===== config.mk =====
export PLATFORM = sky130hd
export DESIGN_NAME = tri_mode_ethernet_mac_tx
export DESIGN_NICKNAME = d
export VERILOG_FILES = /design/src/rtl/tri_mode_ethernet_mac_tx.sv
export SDC_FILE = /design/constraint.sdc
export NUM_CORES = 1
export LEC_CHECK = 0
export CAP_MARGIN = 0
export CORE_ASPECT_RATIO = 1.1
export CORE_MARGIN = 4
export CORE_UTILIZATION = 40
export CTS_BUF_LIST = sky130_fd_sc_hd__clkbuf_4 sky130_fd_sc_hd__clkbuf_8
export CTS_CLUSTER_DIAMETER = 30
export CTS_CLUSTER_SIZE = 28
export DETAILED_ROUTE_END_ITERATION = 7
export PLACE_DENSITY_LB_ADDON = 0.08
export SYNTH_ARGS = -nofsm -noshare
export SYNTH_HDL_FRONTEND = slang
export SYNTH_SLANG_ARGS = --single-unit

===== constraint.sdc =====
create_clock -name tx_mac_aclk -period 4.8 [get_ports tx_mac_aclk]
set_input_delay 0.96 -clock tx_mac_aclk [delete_from_list [all_inputs] [get_ports tx_mac_aclk]]
set_output_delay 0.96 -clock tx_mac_aclk [all_outputs]
set_load 0.02 [all_outputs]

===== src/rtl/tri_mode_ethernet_mac_tx.sv =====
// Tri-speed Ethernet MAC transmitter: frames AXI-Stream bytes into preamble/SFD/data/pad/FCS
// wire bytes for the RGMII layer and enforces the inter-frame gap.
module tri_mode_ethernet_mac_tx #(
   parameter int unsigned C_MIN_FRAME    = 60,
   parameter int unsigned C_IFG          = 12,
   parameter int unsigned C_PREAMBLE_LEN = 7
) (
   input  logic       tx_mac_aclk,
   input  logic       tx_mac_resetn,
   input  logic [1:0] inband_clock_speed,
   input  logic [7:0] tx_axis_mac_tdata,
   input  logic       tx_axis_mac_tvalid,
   input  logic       tx_axis_mac_tlast,
   input  logic       tx_axis_mac_tuser,
   output logic       tx_axis_mac_tready,
   output logic [7:0] tx_axis_rgmii_tdata,
   output logic       tx_axis_rgmii_tvalid,
   output logic       tx_underrun,
   output logic       tx_frame_done
);

   typedef enum logic [2:0] {S_IDLE, S_PREAMBLE, S_DATA, S_PAD, S_FCS, S_IFG} state_t;

   state_t      state;
   logic        speed_fast;
   logic        phase;
   logic        strobe;
   logic        bad_frame;
   logic        drain;
   logic [3:0]  pre_cnt;
   logic [10:0] byte_cnt;
   logic [10:0] byte_cnt_inc;
   logic [2:0]  fcs_idx;
   logic [15:0] ifg_cnt;
   logic [31:0] ifg_cycles;
   logic [31:0] crc;
   logic [31:0] crc_data;
   logic [31:0] crc_pad;
   logic [31:0] fcs_word;
   logic [7:0]  fcs_byte;
   logic        reached_min;

   function automatic logic [31:0] crc_byte(input logic [31:0] c, input logic [7:0] d);
      logic [31:0] r;
      r = c ^ {24'h000000, d};
      for (int unsigned i = 0; i < 8; i++)
         r = r[0] ? ((r >> 1) ^ 32'hEDB88320) : (r >> 1);
      return r;
   endfunction

   always_comb begin
      strobe             = speed_fast | phase;
      tx_axis_mac_tready = ((state == S_DATA) && strobe) || ((state == S_IDLE) && drain);
      byte_cnt_inc       = (byte_cnt == '1) ? byte_cnt : byte_cnt + 11'd1;
      reached_min        = (32'(byte_cnt) + 32'd1) >= C_MIN_FRAME;
      crc_data           = crc_byte(crc, tx_axis_mac_tdata);
      crc_pad            = crc_byte(crc, 8'h00);
      fcs_word           = bad_frame ? crc : ~crc;
      fcs_byte           = fcs_word[{fcs_idx[1:0], 3'b000} +: 8];
      // The gap spans C_IFG byte times; the IDLE cycle that launches the next
      // preamble is its last cycle, so S_IFG itself lasts one cycle less.
      ifg_cycles         = speed_fast ? C_IFG : 2 * C_IFG;
   end

   always_ff @(posedge tx_mac_aclk or negedge tx_mac_resetn) begin
      if (!tx_mac_resetn) begin
         state                <= S_IDLE;
         speed_fast           <= 1'b0;
         phase                <= 1'b0;
         bad_frame            <= 1'b0;
         drain                <= 1'b0;
         pre_cnt              <= '0;
         byte_cnt             <= '0;
         fcs_idx              <= '0;
         ifg_cnt              <= '0;
         crc                  <= '1;
         tx_axis_rgmii_tdata  <= '0;
         tx_axis_rgmii_tvalid <= 1'b0;
         tx_underrun          <= 1'b0;
         tx_frame_done        <= 1'b0;
      end else begin
         tx_underrun   <= 1'b0;
         tx_frame_done <= 1'b0;
         phase         <= ~phase;
         case (state)
            S_IDLE: begin
               if (drain) begin
                  if (tx_axis_mac_tvalid && tx_axis_mac_tlast)
                     drain <= 1'b0;
               end else if (tx_axis_mac_tvalid) begin
                  state                <= S_PREAMBLE;
                  speed_fast           <= (inband_clock_speed == 2'b10) || (inband_clock_speed == 2'b11);
                  phase                <= 1'b0;
                  crc                  <= '1;
                  byte_cnt             <= '0;
                  pre_cnt              <= 4'd1;
                  bad_frame            <= 1'b0;
                  fcs_idx              <= '0;
                  tx_axis_rgmii_tdata  <= 8'h55;
                  tx_axis_rgmii_tvalid <= 1'b1;
               end
            end
            S_PREAMBLE: begin
               if (strobe) begin
                  if (32'(pre_cnt) < C_PREAMBLE_LEN) begin
                     tx_axis_rgmii_tdata <= 8'h55;
                     pre_cnt             <= pre_cnt + 4'd1;
                  end else begin
                     tx_axis_rgmii_tdata <= 8'hD5;
                     state               <= S_DATA;
                  end
               end
            end
            S_DATA: begin
               if (strobe) begin
                  if (tx_axis_mac_tvalid) begin
                     tx_axis_rgmii_tdata <= tx_axis_mac_tdata;
                     crc                 <= crc_data;
                     byte_cnt            <= byte_cnt_inc;
                     if (tx_axis_mac_tlast) begin
                        bad_frame <= tx_axis_mac_tuser;
                        state     <= reached_min ? S_FCS : S_PAD;
                     end
                  end else begin
                     // Underrun: this strobe already carries the first pad or FCS
                     // byte so the envelope stays gap-free.
                     tx_underrun <= 1'b1;
                     bad_frame   <= 1'b1;
                     drain       <= 1'b1;
                     if (32'(byte_cnt) < C_MIN_FRAME) begin
                        tx_axis_rgmii_tdata <= 8'h00;
                        crc                 <= crc_pad;
                        byte_cnt            <= byte_cnt_inc;
                        state               <= reached_min ? S_FCS : S_PAD;
                     end else begin
                        tx_axis_rgmii_tdata <= crc[7:0];
                        fcs_idx             <= 3'd1;
                        state               <= S_FCS;
                     end
                  end
               end
            end
            S_PAD: begin
               if (strobe) begin
                  tx_axis_rgmii_tdata <= 8'h00;
                  crc                 <= crc_pad;
                  byte_cnt            <= byte_cnt_inc;
                  if (reached_min)
                     state <= S_FCS;
               end
            end
            S_FCS: begin
               if (strobe) begin
                  if (fcs_idx == 3'd4) begin
                     tx_axis_rgmii_tdata  <= 8'h00;
                     tx_axis_rgmii_tvalid <= 1'b0;
                     tx_frame_done        <= 1'b1;
                     fcs_idx              <= '0;
                     ifg_cnt              <= '0;
                     state                <= S_IFG;
                  end else begin
                     tx_axis_rgmii_tdata <= fcs_byte;
                     fcs_idx             <= fcs_idx + 3'd1;
                  end
               end
            end
            S_IFG: begin
               if ((32'(ifg_cnt) + 32'd2) >= ifg_cycles) begin
                  ifg_cnt <= '0;
                  state   <= S_IDLE;
               end else begin
                  ifg_cnt <= ifg_cnt + 16'd1;
               end
            end
            default: state <= S_IDLE;
         endcase
      end
   end

endmodule


==> out/results.txt <==
RD Place Congestion: 0.8738
Syn Nets: 708
First-pass DRT Iterations: 5
Post-synth top area share: 21.31%
Number of global-route vias before repair: 4,714
CTS H-tree depth: 3
Initial Utilization: 40.73%
Worst Setup End Kind: register
Worst skew pair latency: 380 ps
Sequential area share after synthesis: 35.07%
Core area: 15,000 µm²
CTS Buf Count: 9
Multi-input gate area: 3681 µm²
Antenna Cells: 0
Critical path data required time: 5050 ps
Fillers: 1,517
Area Overhead vs Synth: 7.929%
Pin count of the biggest net entering global routing: 60
Worst slew pin tran: 960.6 ps
Mean Syn Cell Area: 8.929 µm²
GRT Overall Usage: 18.91%
Top cells by area, synth: dfrtp_1, dfstp_2, xnor2_1, xor2_1, nor2_1
Chip Width: 125.8 µm
Violation count after the first detailed-route iteration: 277
Share of cells above drive strength 1: 11.95%
Post-synth EDFFs: 0
Crit path top cell by count: buf_4
Most frequent cell after synthesis: xnor2_1
Hold buffers post-CTS: 0
Max_cap viols: 0
Max Fclk: 295.6 MHz
Period utilization: 70.48%
Lkg Pwr: 0.002454 µW
Count of pins over their slew limit: 0
IO buf count: 25
Routed wire length: 15.97 mm
Mapped Area: 6107 µm²
Crit Path Category: in -> reg
IO Count: 27
Crit path largest cell delay: 590 ps
# clock sinks: 84
Status: completed
Post-CTS sizing: 0
Post-Layout Cell Count: 882
GRT overflow: 0
Antenna violations before repair: 0
Pwr dens: 834.5 nW/µm²
Total negative setup slack: 0 ps
Worst Path Arrival: 3640 ps
Yosys cell types: 65
Slew Limit Headroom: 35.72%
CTS tree: done
Nets@finish: 705
Ys flop type: dfrtp_1
Vias per cell: 5.512
Min-delay worst type: reg -> reg
Die area: 17,310 µm²
Final count of hold timing violations: 0
Final setup violation count: 0
DP HPWL: 11.23 mm
Post-Place Worst Slack: 1033 ps
Minimum clock period: 3383 ps
Wire per inst: 18.10 µm
Max FO, Critical Path: 54
Total number of vias: 4,862
Worst path slowest cell: o21ba_4
Post-Place Cells: 866
Yosys top cell by area: dfrtp_1
Gate count of the mapped netlist: 684
Synthesized flop and latch total: 84
Synthesis Warnings: 0
FP Rows: 47
Final Worst Setup Slack: 1417 ps
Wire length of the first global-routing pass: 25.96 mm
Clock skew: 13.60 ps
Post-route DRC: 0
Peak supply drop: 0.4551 mV
CP Launch Type: input pin
Synth async-reset ratio: 100.0%
RSZ-0062 raised after global routing: false
Post-DRT Antenna Nets: 0
Root buf cell: clkbuf_8
Top cells by instance count after synthesis: xnor2_1, nor2_1, nand2_1
Register area: 2142 µm²
CTS Buffer Depth: 2
Critical path cell sequence: clkdlybuf4s50_1 > nand2b_1 > buf_4 > nor4_2 > buf_4 > o21ba_4 > o21ai_1 > o21ai_0 > o41ai_1
Worst-path clk slew: 90 ps
Post-CTS setup buffer count: 0
Die height: 137.6 µm
placed cells by master (no fill, tap or decap), drive strengths merged, types with 9 or more instances in the layout:
| cell type | n |
|---|---|
| nand2 | 55 |
| clkdlybuf4s50 | 24 |
| dfrtp | 52 |
| nor2 | 87 |
| ha | 9 |
| dfstp | 32 |
| a31oi | 28 |
| nand3 | 22 |
| inv | 9 |
| o21ai | 50 |
| a21oi | 38 |
| xor2 | 48 |
| clkbuf | 15 |
| xnor2 | 95 |
layer usage:
metal	up-vias	GRT usage [%]	part of all wire, %
met3	19	3.063	2.7
met5	-	0	0
li1	2373	-	-
met1	2388	26.38	49
met2	82	30.68	47
met4	0	5.244	1.5
where the power goes:
group / internal, µW / leakage [µW] / total (µW) / switching [µW]
Combinational: 1610 / 0.00134 / 3480 / 1870
Clock: 241 / 0.0000976 / 511 / 270
Sequential: 1060 / 0.00102 / 1510 / 449
Total: 2910 / 0.00245 / 5500 / 2590
worst max-delay path, delay by kind of cell:
kind            cells  cell delay (ps)
compound gates      4             1420
buf+inv             3             1000
simple gates        2              250
per-stage QoR:
stage	hold slack, ps	util, %	total power (µW)	instance area [µm²]
2_1_floorplan	418.6	-	4254	6107
3_3_place_gp	432.3	42.70	4956	6402
3_5_place_dp	436.0	42.70	5012	6402
4_1_cts	448.6	43.95	5549	6591
5_1_grt	492.0	43.95	5957	6591
6_report	447.6	43.95	5500	6591
cell families after synthesis:
kind of cell | after synthesis | share of synthesized area [%]
XOR/XNOR | 143 | 21.31
adder cells (fa/ha/maj) | 9 | 1.844
flip-flops | 84 | 35.07
multiplexers | 14 | 3.995
AO/OA/AOI/OAI | 164 | 16.86
buffers and inverters | 55 | 4.691
AND/OR/NAND/NOR | 215 | 16.23
layout make-up:
cell class,count,area share [%]
Timing Repair Buffer,32,4.556
Clock buffer,15,2.752
Multi-Input combinational cell,545,55.85
Sequential cell,84,32.50
Tap cell,196,3.721
Clock inverter,1,0.1139
Inverter,9,0.5125
registers in the layout, summed over array words and instances, names as in the netlist:
register              count
tx_frame_done             1
tx_axis_rgmii_tvalid      1
speed_fast                1
tx_axis_rgmii_tdata       8
state                     3
bad_frame                 1
pre_cnt                   4
drain                     1
crc                      32
phase                     1
ifg_cnt                  16
tx_underrun               1
byte_cnt                 11
fcs_idx                   3
worst paths after layout:
check	from	end	slack, ps	depth (start not counted)
max	tx_axis_mac_tvalid	byte_cnt[5]	1420	9
min	phase	phase	450	1
max reg2reg	byte_cnt[7]	byte_cnt[5]	1690	6
min reg2reg	phase	phase	450	1
max in group asynchronous	tx_mac_resetn	crc[5]	3220	2
min in group asynchronous	tx_mac_resetn	ifg_cnt[2]	670	1
(Power assumes the default switching activity.)
